[src/rtl/wb_arbiter.sv]
// Writeback arbiter: merges in-order pipeline writes with buffered long-latency
// results onto the single register-file write port.
module wb_arbiter #(
  parameter int DEPTH      = 4,
  parameter int STARVE_MAX = 4
) (
  input  logic        clk_i,
  input  logic        rst_i,
  input  logic        pipe_wr_en_i,
  input  logic [4:0]  pipe_wr_reg_i,
  input  logic [31:0] pipe_wr_data_i,
  input  logic        ll_valid_i,
  output logic        ll_ready_o,
  input  logic [4:0]  ll_reg_i,
  input  logic [31:0] ll_data_i,
  output logic        wr_en_o,
  output logic [4:0]  wr_reg_o,
  output logic [31:0] wr_data_o,
  output logic        pipe_stall_o,
  output logic [31:0] pend_o,
  output logic        busy_o
);

  localparam int AW = $clog2(DEPTH);
  localparam int CW = AW + 1;
  localparam int SW = $clog2(STARVE_MAX + 1);

  logic [4:0]    reg_mem  [DEPTH];
  logic [31:0]   data_mem [DEPTH];
  logic [AW-1:0] wr_ptr;
  logic [AW-1:0] rd_ptr;
  logic [CW-1:0] count;
  logic [SW-1:0] starve_q;

  logic          pipe_real;
  logic          fifo_grant;
  logic          push;
  logic          pop;
  logic [31:0]   pend_raw;

  // Handshake-visible status depends only on registered state (and reset).
  assign busy_o       = !rst_i && (count != '0);
  assign ll_ready_o   = !rst_i && (count != CW'(DEPTH));
  assign pipe_stall_o = !rst_i && (starve_q == SW'(STARVE_MAX));

  assign pipe_real  = pipe_wr_en_i && (pipe_wr_reg_i != 5'd0);
  assign fifo_grant = busy_o && (!pipe_real || pipe_stall_o);
  assign pop        = fifo_grant;
  // Writes to x0 complete the handshake but never occupy an entry.
  assign push       = ll_valid_i && ll_ready_o && (ll_reg_i != 5'd0);

  always_comb begin
    wr_en_o   = 1'b0;
    wr_reg_o  = 5'd0;
    wr_data_o = 32'd0;
    if (fifo_grant) begin
      wr_en_o   = 1'b1;
      wr_reg_o  = reg_mem[rd_ptr];
      wr_data_o = data_mem[rd_ptr];
    end else if (pipe_real && !pipe_stall_o && !rst_i) begin
      wr_en_o   = 1'b1;
      wr_reg_o  = pipe_wr_reg_i;
      wr_data_o = pipe_wr_data_i;
    end
  end

  always_comb begin
    pend_raw = 32'd0;
    for (int i = 0; i < DEPTH; i++) begin
      if (CW'(i) < count) begin
        pend_raw[reg_mem[rd_ptr + AW'(i)]] = 1'b1;
      end
    end
  end

  assign pend_o = rst_i ? 32'd0 : pend_raw;

  always_ff @(posedge clk_i) begin
    if (push) begin
      reg_mem[wr_ptr]  <= ll_reg_i;
      data_mem[wr_ptr] <= ll_data_i;
    end
  end

  always_ff @(posedge clk_i) begin
    if (rst_i) begin
      wr_ptr   <= '0;
      rd_ptr   <= '0;
      count    <= '0;
      starve_q <= '0;
    end else begin
      if (push) begin
        wr_ptr <= wr_ptr + AW'(1);
      end
      if (pop) begin
        rd_ptr <= rd_ptr + AW'(1);
      end
      case ({push, pop})
        2'b10:   count <= count + CW'(1);
        2'b01:   count <= count - CW'(1);
        default: count <= count;
      endcase
      // Saturates at STARVE_MAX; the forced grant then pops and clears it.
      if ((count == '0) || pop) begin
        starve_q <= '0;
      end else if (starve_q != SW'(STARVE_MAX)) begin
        starve_q <= starve_q + SW'(1);
      end
    end
  end

endmodule

[config.mk]
export PLATFORM = sky130hd
export DESIGN_NAME = wb_arbiter
export DESIGN_NICKNAME = d
export VERILOG_FILES = /design/src/rtl/wb_arbiter.sv
export SDC_FILE = /design/constraint.sdc
export NUM_CORES = 1
export LEC_CHECK = 0
export ABC_AREA = 1
export CAP_MARGIN = 25
export CORE_ASPECT_RATIO = 0.8
export CORE_MARGIN = 4
export CORE_UTILIZATION = 40
export DETAILED_ROUTE_END_ITERATION = 12
export DONT_BUFFER_PORTS = 1
export MAX_ROUTING_LAYER = met4
export PLACE_DENSITY_LB_ADDON = 0.12
export SLEW_MARGIN = 20
export SYNTH_ARGS = -nofsm -noshare
export SYNTH_HDL_FRONTEND = slang
export SYNTH_SLANG_ARGS = --single-unit
[constraint.sdc]
create_clock -name clk_i -period 6.05 [get_ports clk_i]
set_input_delay 0.9075 -clock clk_i [delete_from_list [all_inputs] [get_ports clk_i]]
set_output_delay 0.9075 -clock clk_i [all_outputs]
set_load 0.01 [all_outputs]
Word level (Yosys, flattened, before mapping)
Memories as Yosys holds them, arrays and structs flattened. A register that Yosys moved wholly into a read port is not among the register bits.
Index checks and enable logic that the tools add are counted.
{ "word_totals": {"ff_bits": 10, "ram_bits": 148, "inputBits": 78, "output_inout_bits": 73, "n_memories": 2} }
{ "classes": {"addsub": 7, "n_lt_le_gt_ge": 12, "eq_ne": 5, "muxes": 26, "bitwise_logic": 3, "reduce_logical": 24} }
{ "mem_list": {"columns": ["memory", "words", "width", "read_ports", "rd_ports_with_merged_regs", "write_ports", "line_no", "source"], "rows": [
  ["data_mem", 4, 32, 1, 1, 1, "29", "logic [31:0] data_mem [DEPTH];"],
  ["reg_mem", 4, 5, 4, 1, 1, "28", "logic [4:0] reg_mem [DEPTH];"]
]} }
{ "op_table": {"columns": ["op", "n"], "rows": [
  ["$mux W32", 7],
  ["$or A32 B32 Y32", 3],
  ["$lt A5 B6 Y1 const B", 4],
  ["$demux W1 S5", 4],
  ["$ge A5 B1 Y1 const B", 4],
  ["$logic_and A1 B1 Y1", 13],
  ["$mux W5", 2],
  ["$reduce_bool A5 Y1", 2],
  ["$mux W1", 8],
  ["$mux W2", 4],
  ["$add A3 B1 Y3 const B", 2],
  ["$lt A1 B3 Y1 const A", 2],
  ["$lt A2 B3 Y1 const A", 2],
  ["$ne A3 B3 Y1 const B", 2],
  ["$pmux W3 S2", 1],
  ["$add A2 B1 Y2 const B", 2],
  ["$add A2 B2 Y2 const B", 2],
  ["$eq A3 B3 Y1 const B", 1],
  ["$logic_not A1 Y1", 3],
  ["$logic_not A3 Y1", 1],
  ["$reduce_bool A3 Y1", 1],
  ["$sub A3 B1 Y3 const B", 1],
  ["$eq A2 B1 Y1 const B", 1],
  ["$eq A2 B2 Y1 const B", 1],
  ["3 further kinds", 4]
]} }

Longest topological paths before layout
Gate-level depths: netlist (run 1).
An unclocked memory read counts as a cell.
{ "depth": {"word_depth": 13, "mapped_depth": 15} }

Worst setup path before layout (run 1)
No wires, ideal clock.
{ "synth_timing": {"kind": "input-to-reg", "from": "input rst_i", "to": "memory data_mem[0][0], enable pin", "setup_ns": 0.431, "arrival_time_ns": 3.040, "t_required_ns": 5.619, "path_slack_ns": 2.579, "stages": 3, "path_buffers": 0, "cell_sequence": "a21oi_1 nand3_1 nor2_1"} }
{ "synth_between": {"elab_chain_len": 6} }
{ "synth_lines": {"columns": ["item", "line_no", "source"], "rows": [
  ["from (decl)", "8", "input logic rst_i,"],
  ["$logic_not A1 Y1", "43", "assign ll_ready_o = !rst_i && (count != CW'(DEPTH));"],
  ["$logic_and A1 B1 Y1", "43", null],
  ["$logic_and A1 B1 Y1 (2 in series)", "50", "assign push = ll_valid_i && ll_ready_o && (ll_reg_i != 5'd0);"],
  ["$mux W1", "79", "if (push) begin"],
  ["$mux W1 (not written as such)", "81", "data_mem[wr_ptr] <= ll_data_i;"],
  ["to (decl)", "29", null]
]} }
No other way between the ends.

Worst setup path in the final report (run 1)
{ "layout_timing": {"from": "register rd_ptr[0]", "to": "output pend_o[15]"} }
{ "layout_between": {"elab_chain_len": 13} }
{ "layout_lines": {"columns": ["item", "line_no", "source"], "rows": [
  ["from (decl)", "31", "logic [AW-1:0] rd_ptr;"],
  ["from (signal assigned)", "96", "rd_ptr <= rd_ptr + AW'(1);"],
  ["$add A2 B1 Y2", "71", "pend_raw[reg_mem[rd_ptr + AW'(i)]] = 1'b1;"],
  ["$mem_v2 Z4 W5 (*)", null, null],
  ["$lt A5 B6 Y1 (not written as such) / $ge A5 B1 Y1 (equally long branches)", "71", null],
  ["$logic_and A1 B1 Y1 (not written as such)", "71", null],
  ["$mux W1 (not written as such)", "71", null],
  ["$demux W1 S5", "71", null],
  ["$or A32 B32 Y32 (no source line)", null, null],
  ["$mux W32", "70", "if (CW'(i) < count) begin"],
  ["$or A32 B32 Y32 (no source line)", null, null],
  ["$mux W32", "70", null],
  ["$or A32 B32 Y32 (no source line)", null, null],
  ["$mux W32 (*)", "70", null],
  ["$mux W32 (*)", "76", "assign pend_o = rst_i ? 32'd0 : pend_raw;"],
  ["to (decl)", "20", "output logic [31:0] pend_o,"]
]} }
Mark *: on every way between the ends. The rest lies on a longest branch, timed or not.

==> results of run 1 <==
-- registers in the layout, indices dropped and copies added (netlist names), named ones only --
register and count:
data_mem 128, reg_mem 20, count 3, starve_q 3, rd_ptr 2, wr_ptr 2
-- worst max-delay path, delay by kind of cell (launching register included) --
family | cells | cell delay (ns)
simple gates | 9 | 1.29
buf+inv | 3 | 0.76
flops | 1 | 0.30
-- cells by family (layout without fill, tap and decap cells) --
logic type | Yosys count | count (layout) | synth area share, %
fa+ha+maj | 11 | 11 | 1.53
compound gates | 130 | 130 | 7.32
flops | 160 | 160 | 52.2
simple gates | 691 | 691 | 31.9
buf+inv | 141 | 139 | 6.66
xor+xnor | 4 | 4 | 0.390
-- layout by cell type (no fill, tap or decap), drive strengths merged --
cell,netlist,final
nand4,1,1
clkbuf,19,18
bufinv,0,2
xnor2,1,1
nor3,1,1
edfxtp,148,148
inv,95,100
buf,25,11
a21oi,45,45
o211ai,1,1
nor2,132,132
dfxtp,12,12
clkinvlp,0,2
nand3,71,71
xor2,3,3
nand2,486,486
clkinv,2,6
o21ai,81,81
o22ai,3,3
ha,11,11
-- layout make-up --
type / instances / area, sq um
Timing Repair Buffer: 11 / 95.1
Sequential cell: 160 / 4690
Clock buffer: 18 / 429
Fill cell: 2177 / 12000
Clock inverter: 13 / 159
Multi-Input combinational cell: 836 / 3730
Inverter: 97 / 367
Tap cell: 300 / 375
-- power by group through the flow --
stage	registers, mW	logic [mW]	clock network (mW)
finish	1.26	0.637	1.07
CTS	1.26	0.634	1.09
detailed placement	1.29	0.632	0
global placement	1.29	0.633	0
global route	1.27	0.723	1.14
floorplan	1.28	0.495	0
-- worst max-delay path by stage --
stage | startpoint | endpoint | slack (ns) | cells past startpoint
floorplan | rst_i | data_mem[0][0] | 2.58 | 3
global placement | flop | pend_o[3] | 2.58 | 9
detailed placement | flop | pend_o[10] | 2.55 | 8
CTS | flop | pend_o[10] | 2.11 | 8
global route | rd_ptr[1] | pend_o[3] | 2.01 | 10
finish | rd_ptr[0] | pend_o[15] | 2.37 | 12
-- per-layer routing --
| metal | GRT usage, % | share of wire (%) | vias to the layer above | wire [microns] |
|---|---|---|---|---|
| met5 | - | 0 | - | 0 |
| li1 | - | - | 3638 | - |
| met3 | 3.93 | 6.2 | 8 | 1430 |
| met2 | 29.6 | 45 | 196 | 10500 |
| met1 | 27.1 | 48 | 3173 | 11300 |
| met4 | 4.02 | 0.49 | 0 | 115 |
==> impl_metrics.ini, run 1 <==
[place]
dp.cells = 1403
port_buffers = 0
pre_cts_slack_ns = 2.55
place.gp.congestion = 0.934
placed_area_sq_um = 9230
dp_hpwl_microns = 15900

[min_path]
hp-start = starve_q[1]
whs_path_depth = 2
hold_class = reg2reg
hold_path_end = starve_q[1]

[critical_path]
cp.required_ns = 5.14
startpoint_type = flop
crit_chain = buf_4 > inv_4 > nand2_1 > nand2_2 > nand2_1 > nand2_1 > nand3_1 > inv_1 > nand2_1 > nand2_1 > nor2_1 > nor2_1
crit_fanout = 34
timing.rr.start = count[0]
endpoint_kind = output pin
r2r_end = data_mem[0][10]
crit_arrival_ns = 2.78
cp_slowest_cell = dfxtp_1
crit_type = reg2out
rrSetupSlack_ns = 3.04
reg2reg_depth = 6
cp_slowest_stage_delay_ns = 0.30
critPathMostFrequentCell = nand2_1

[synth]
syn-cell-area_sq_um = 8970
synth_commonest_cells = 478 x nand2_1, 148 x edfxtp_1, 107 x nor2_1, 89 x inv_1, 79 x o21ai_0
yosysMostFrequentCell = nand2_1
synth-edff-count = 148
yosysSeqAreaShare_pct = 52.2
synth_seq_cells = 160
synth_top_area_share_pct = 49.5
ys_warn_count = 0
netlist_instances = 1137
async_reset_ff_share_pct = 0
syn-num-nets = 1226
ys_types = 31
ys.flop_type = edfxtp_1
avgSynthCellArea_sq_um = 7.89
yosys.area.top_type = edfxtp_1
ys_top_cells_by_area = edfxtp_1 50%, nand2_1 20%, nor2_1 4.5%

[floorplan]
die_h_microns = 142
die_x_microns = 175
initial_utilization_pct = 41.2
coreArea_sq_um = 21800
io_pins = 151
num_rows = 48
die_area_sq_um = 24900

[power]
pwr-share-clk_pct = 36.0
leakage_nw = 4.23
netSwitchingFraction_pct = 32.0
p_int_mw = 2.02
p_comb_share_pct = 21.4
p_switching_mw = 0.949
cellPowerDensity_nw_per_um2 = 302
worst_ir_drop_vdd_mv = 0.218
seqPwrFrac_pct = 42.6
finalPower_mw = 2.97

[timing]
finalHoldViolations = 0
setup_viol = 0
period_needed_ns = 3.68
fin_ws_ns = 2.37
tightest_slew_ns = 0.897
clock_skew_ns = 0.0103
fmaxAchievable_mhz = 271
max-slew-margin-rel_pct = 40.1
min_period_over_period_pct = 60.9
hold-worst-slack_ns = 0.502
final_max_slew_viol_count = 0
rsz0062_at_grt = false
tns_ns = 0

[global_route]
overflow = 0
grt_usage_pct = 19.4
grt_pass1_wl_microns = 36800
grt_pass1_vias = 6580
grt_start_max_net_pins = 111
antenna_found_initial = 0

[clocking]
clk_latency_ns = 0.42
cts-root-buf = clkbuf_16
clk_pin_slew_worst_paths_ns = 0.07
cts_buffer_depth = 2
cts_resized = 0
cts_tree = done
post-cts-setup-buffers = 0
cts_sinks = 160
h-tree-depth = 4
cts_hold_buf = 0
tritoncts.num_buffers = 17

[layout]
drive_gt1_share_pct = 8.02
final_nets = 1212
instances_no_fill = 1435
antennaDiodeCount = 0
finalInstanceArea_sq_um = 9840
areaGrowthSynthToFinish_pct = 9.65
fin_util_pct = 45.1

[routing]
drt_iter0_drc = 500
wl_microns = 23300
dr_total_vias = 7015
postRouteAntennaNets = 0
first_pass_iters = 5
avgViaCountPerCell = 4.89
drc = 0
wire_per_inst_microns = 16.2

[status]
status = finished, final reports clean

[flow_run]
drv_cap = 0
Note: power is estimated with default switching activity, not from simulation.
==> inputs of run 2 (changes only) <==
clock period = 3.4 ns   (was 6.05 ns; I/O delays follow)
==> impl_metrics.ini, run 2 (same netlist as run 1, synthesis figures left out) <==
[critical_path]
cp_slowest_stage_delay_ns = 0.61
cp_slowest_cell = o21ai_0
crit_fanout = 27
critPathMostFrequentCell = nor2_1
crit_chain = inv_1 > nor2_1 > o21ai_0 > nor2_1 > nand2_1 > o21ai_1 > nor2_1 > nor2_1
endpoint_kind = output pin
startpoint_type = flop
reg2reg_depth = 6
timing.rr.start = count[0]
r2r_end = reg_mem[3][2]
crit_end = pend_o[3]
rrSetupSlack_ns = 0.76
cp.required_ns = 2.89
crit_type = reg2out
crit_arrival_ns = 2.63

[routing]
drc = 0
wire_per_inst_microns = 15.7
avgViaCountPerCell = 4.96
first_pass_iters = 5
wl_microns = 23300
drt_iter0_drc = 748
dr_total_vias = 7355
postRouteAntennaNets = 0

[layout]
mostFrequentLayoutCell = nand2_1
top_register = data_mem
top_regs = data_mem x128, reg_mem x20
final_nets = 1258
instances_no_fill = 1482
drive_gt1_share_pct = 11.8
nFillCells = 2115
final_cell_mix = 478 x nand2_1, 148 x edfxtp_1, 103 x nor2_1
largest_reg_flops = 128
antennaDiodeCount = 0
areaGrowthSynthToFinish_pct = 13.5

[floorplan]
die_x_microns = 175
die_h_microns = 142
coreArea_sq_um = 21800
die_area_sq_um = 24900
num_rows = 48
io_pins = 151
initial_utilization_pct = 41.2

[timing]
rsz0062_at_grt = false
setup_viol = 0
fin_ws_ns = 0.256
tns_ns = 0
min_period_over_period_pct = 92.5
tightest_slew_ns = 0.734
final_max_slew_viol_count = 0
period_needed_ns = 3.14
hold-worst-slack_ns = 0.161
fmaxAchievable_mhz = 318
clock_skew_ns = 0.00999
max-slew-margin-rel_pct = 50.5
finalHoldViolations = 0

[status]
status = finished, final reports clean

[clocking]
cts_buffer_depth = 2
cts_tree = done
cts-root-buf = clkbuf_16
cts_sinks = 160
h-tree-depth = 4
cts_hold_buf = 0
clk_latency_ns = 0.42
clk_pin_slew_worst_paths_ns = 0.06
cts_resized = 0
post-cts-setup-buffers = 0
tritoncts.num_buffers = 17

[power]
cellPowerDensity_nw_per_um2 = 526
worst_ir_drop_vdd_mv = 0.343
leakage_nw = 4.47
finalPower_mw = 5.35

[global_route]
grt_usage_pct = 19.5
grt_start_max_net_pins = 52
grt_pass1_wl_microns = 37200
overflow = 0
grt_pass1_vias = 6697
antenna_found_initial = 0

[place]
place.gp.congestion = 0.918
port_buffers = 0
dp_hpwl_microns = 16400
pre_cts_slack_ns = 0.716
dp.cells = 1450

[flow_run]
drv_cap = 0

[min_path]
hold_class = in2reg
-- run 2: cell types whose count changed in the layout (fill, tap and decap cells not counted) --
cell	change
clkbuf_1	-1
buf_4	+47
inv_6	+1
bufinv_16	-1
clkinv_2	-1
inv_8	+2
clkinv_8	+1
buf_12	-1
-- run 2: layout make-up --
class                   count  area [sq um]  area share, %
flip-flops and latches    160          4690           46.0
clock buffers              17           425           4.18
multi-input cells         836          3730           36.6
clock inverters            15           171           1.68
well taps                 300           375           3.69
inverters                  97           367           3.60
repair buffers             57           428           4.20
-- run 2: worst max-delay path: cells and delay by family, from the launching register on --
| family | cells | cell delay (ns) |
|---|---|---|
| AO/OA/AOI/OAI | 2 | 0.67 |
| buffers and inverters | 1 | 0.45 |
| flip-flops | 1 | 0.43 |
| AND/OR/NAND/NOR | 5 | 0.65 |
-- run 2: worst min path at each step --
stage                start     endpoint  slack, ns  cells after the start
6_report             rst_i    wr_ptr[0]       0.16                      1
4_1_cts              rst_i    wr_ptr[0]       0.14                      1
5_1_grt              rst_i    wr_ptr[0]       0.14                      1
3_5_place_dp   starve_q[1]  starve_q[1]       0.49                      2
3_3_place_gp   starve_q[1]  starve_q[1]       0.49                      2
2_1_floorplan  starve_q[1]  starve_q[1]       0.46                      2
-- run 2: where the power goes --
part | total (mW) | switching, mW | internal (mW) | leakage [nW]
clock network | 1.91 | 0.861 | 1.05 | 0.288
logic | 1.18 | 0.849 | 0.334 | 2.74
registers | 2.26 | 0.0427 | 2.22 | 1.44
total | 5.35 | 1.75 | 3.60 | 4.47
-- run 2: through the flow --
step	area (sq um)	utilization [%]
after floorplan	8970	-
after global placement	9590	44.0
after detailed placement	9590	44.0
after CTS	10200	46.7
after global routing	10200	46.7
final	10200	46.7
-- run 2: per-layer routing --
| layer | vias to the layer above | global-route usage, % | routed length (microns) | share of wire (%) |
|---|---|---|---|---|
| li1 | 3724 | - | - | - |
| met1 | 3366 | 27.5 | 11000 | 47 |
| met2 | 244 | 28.7 | 10300 | 44 |
| met3 | 21 | 4.59 | 1690 | 7.3 |
| met4 | 0 | 4.72 | 274 | 1.2 |
| met5 | - | - | 0 | 0 |
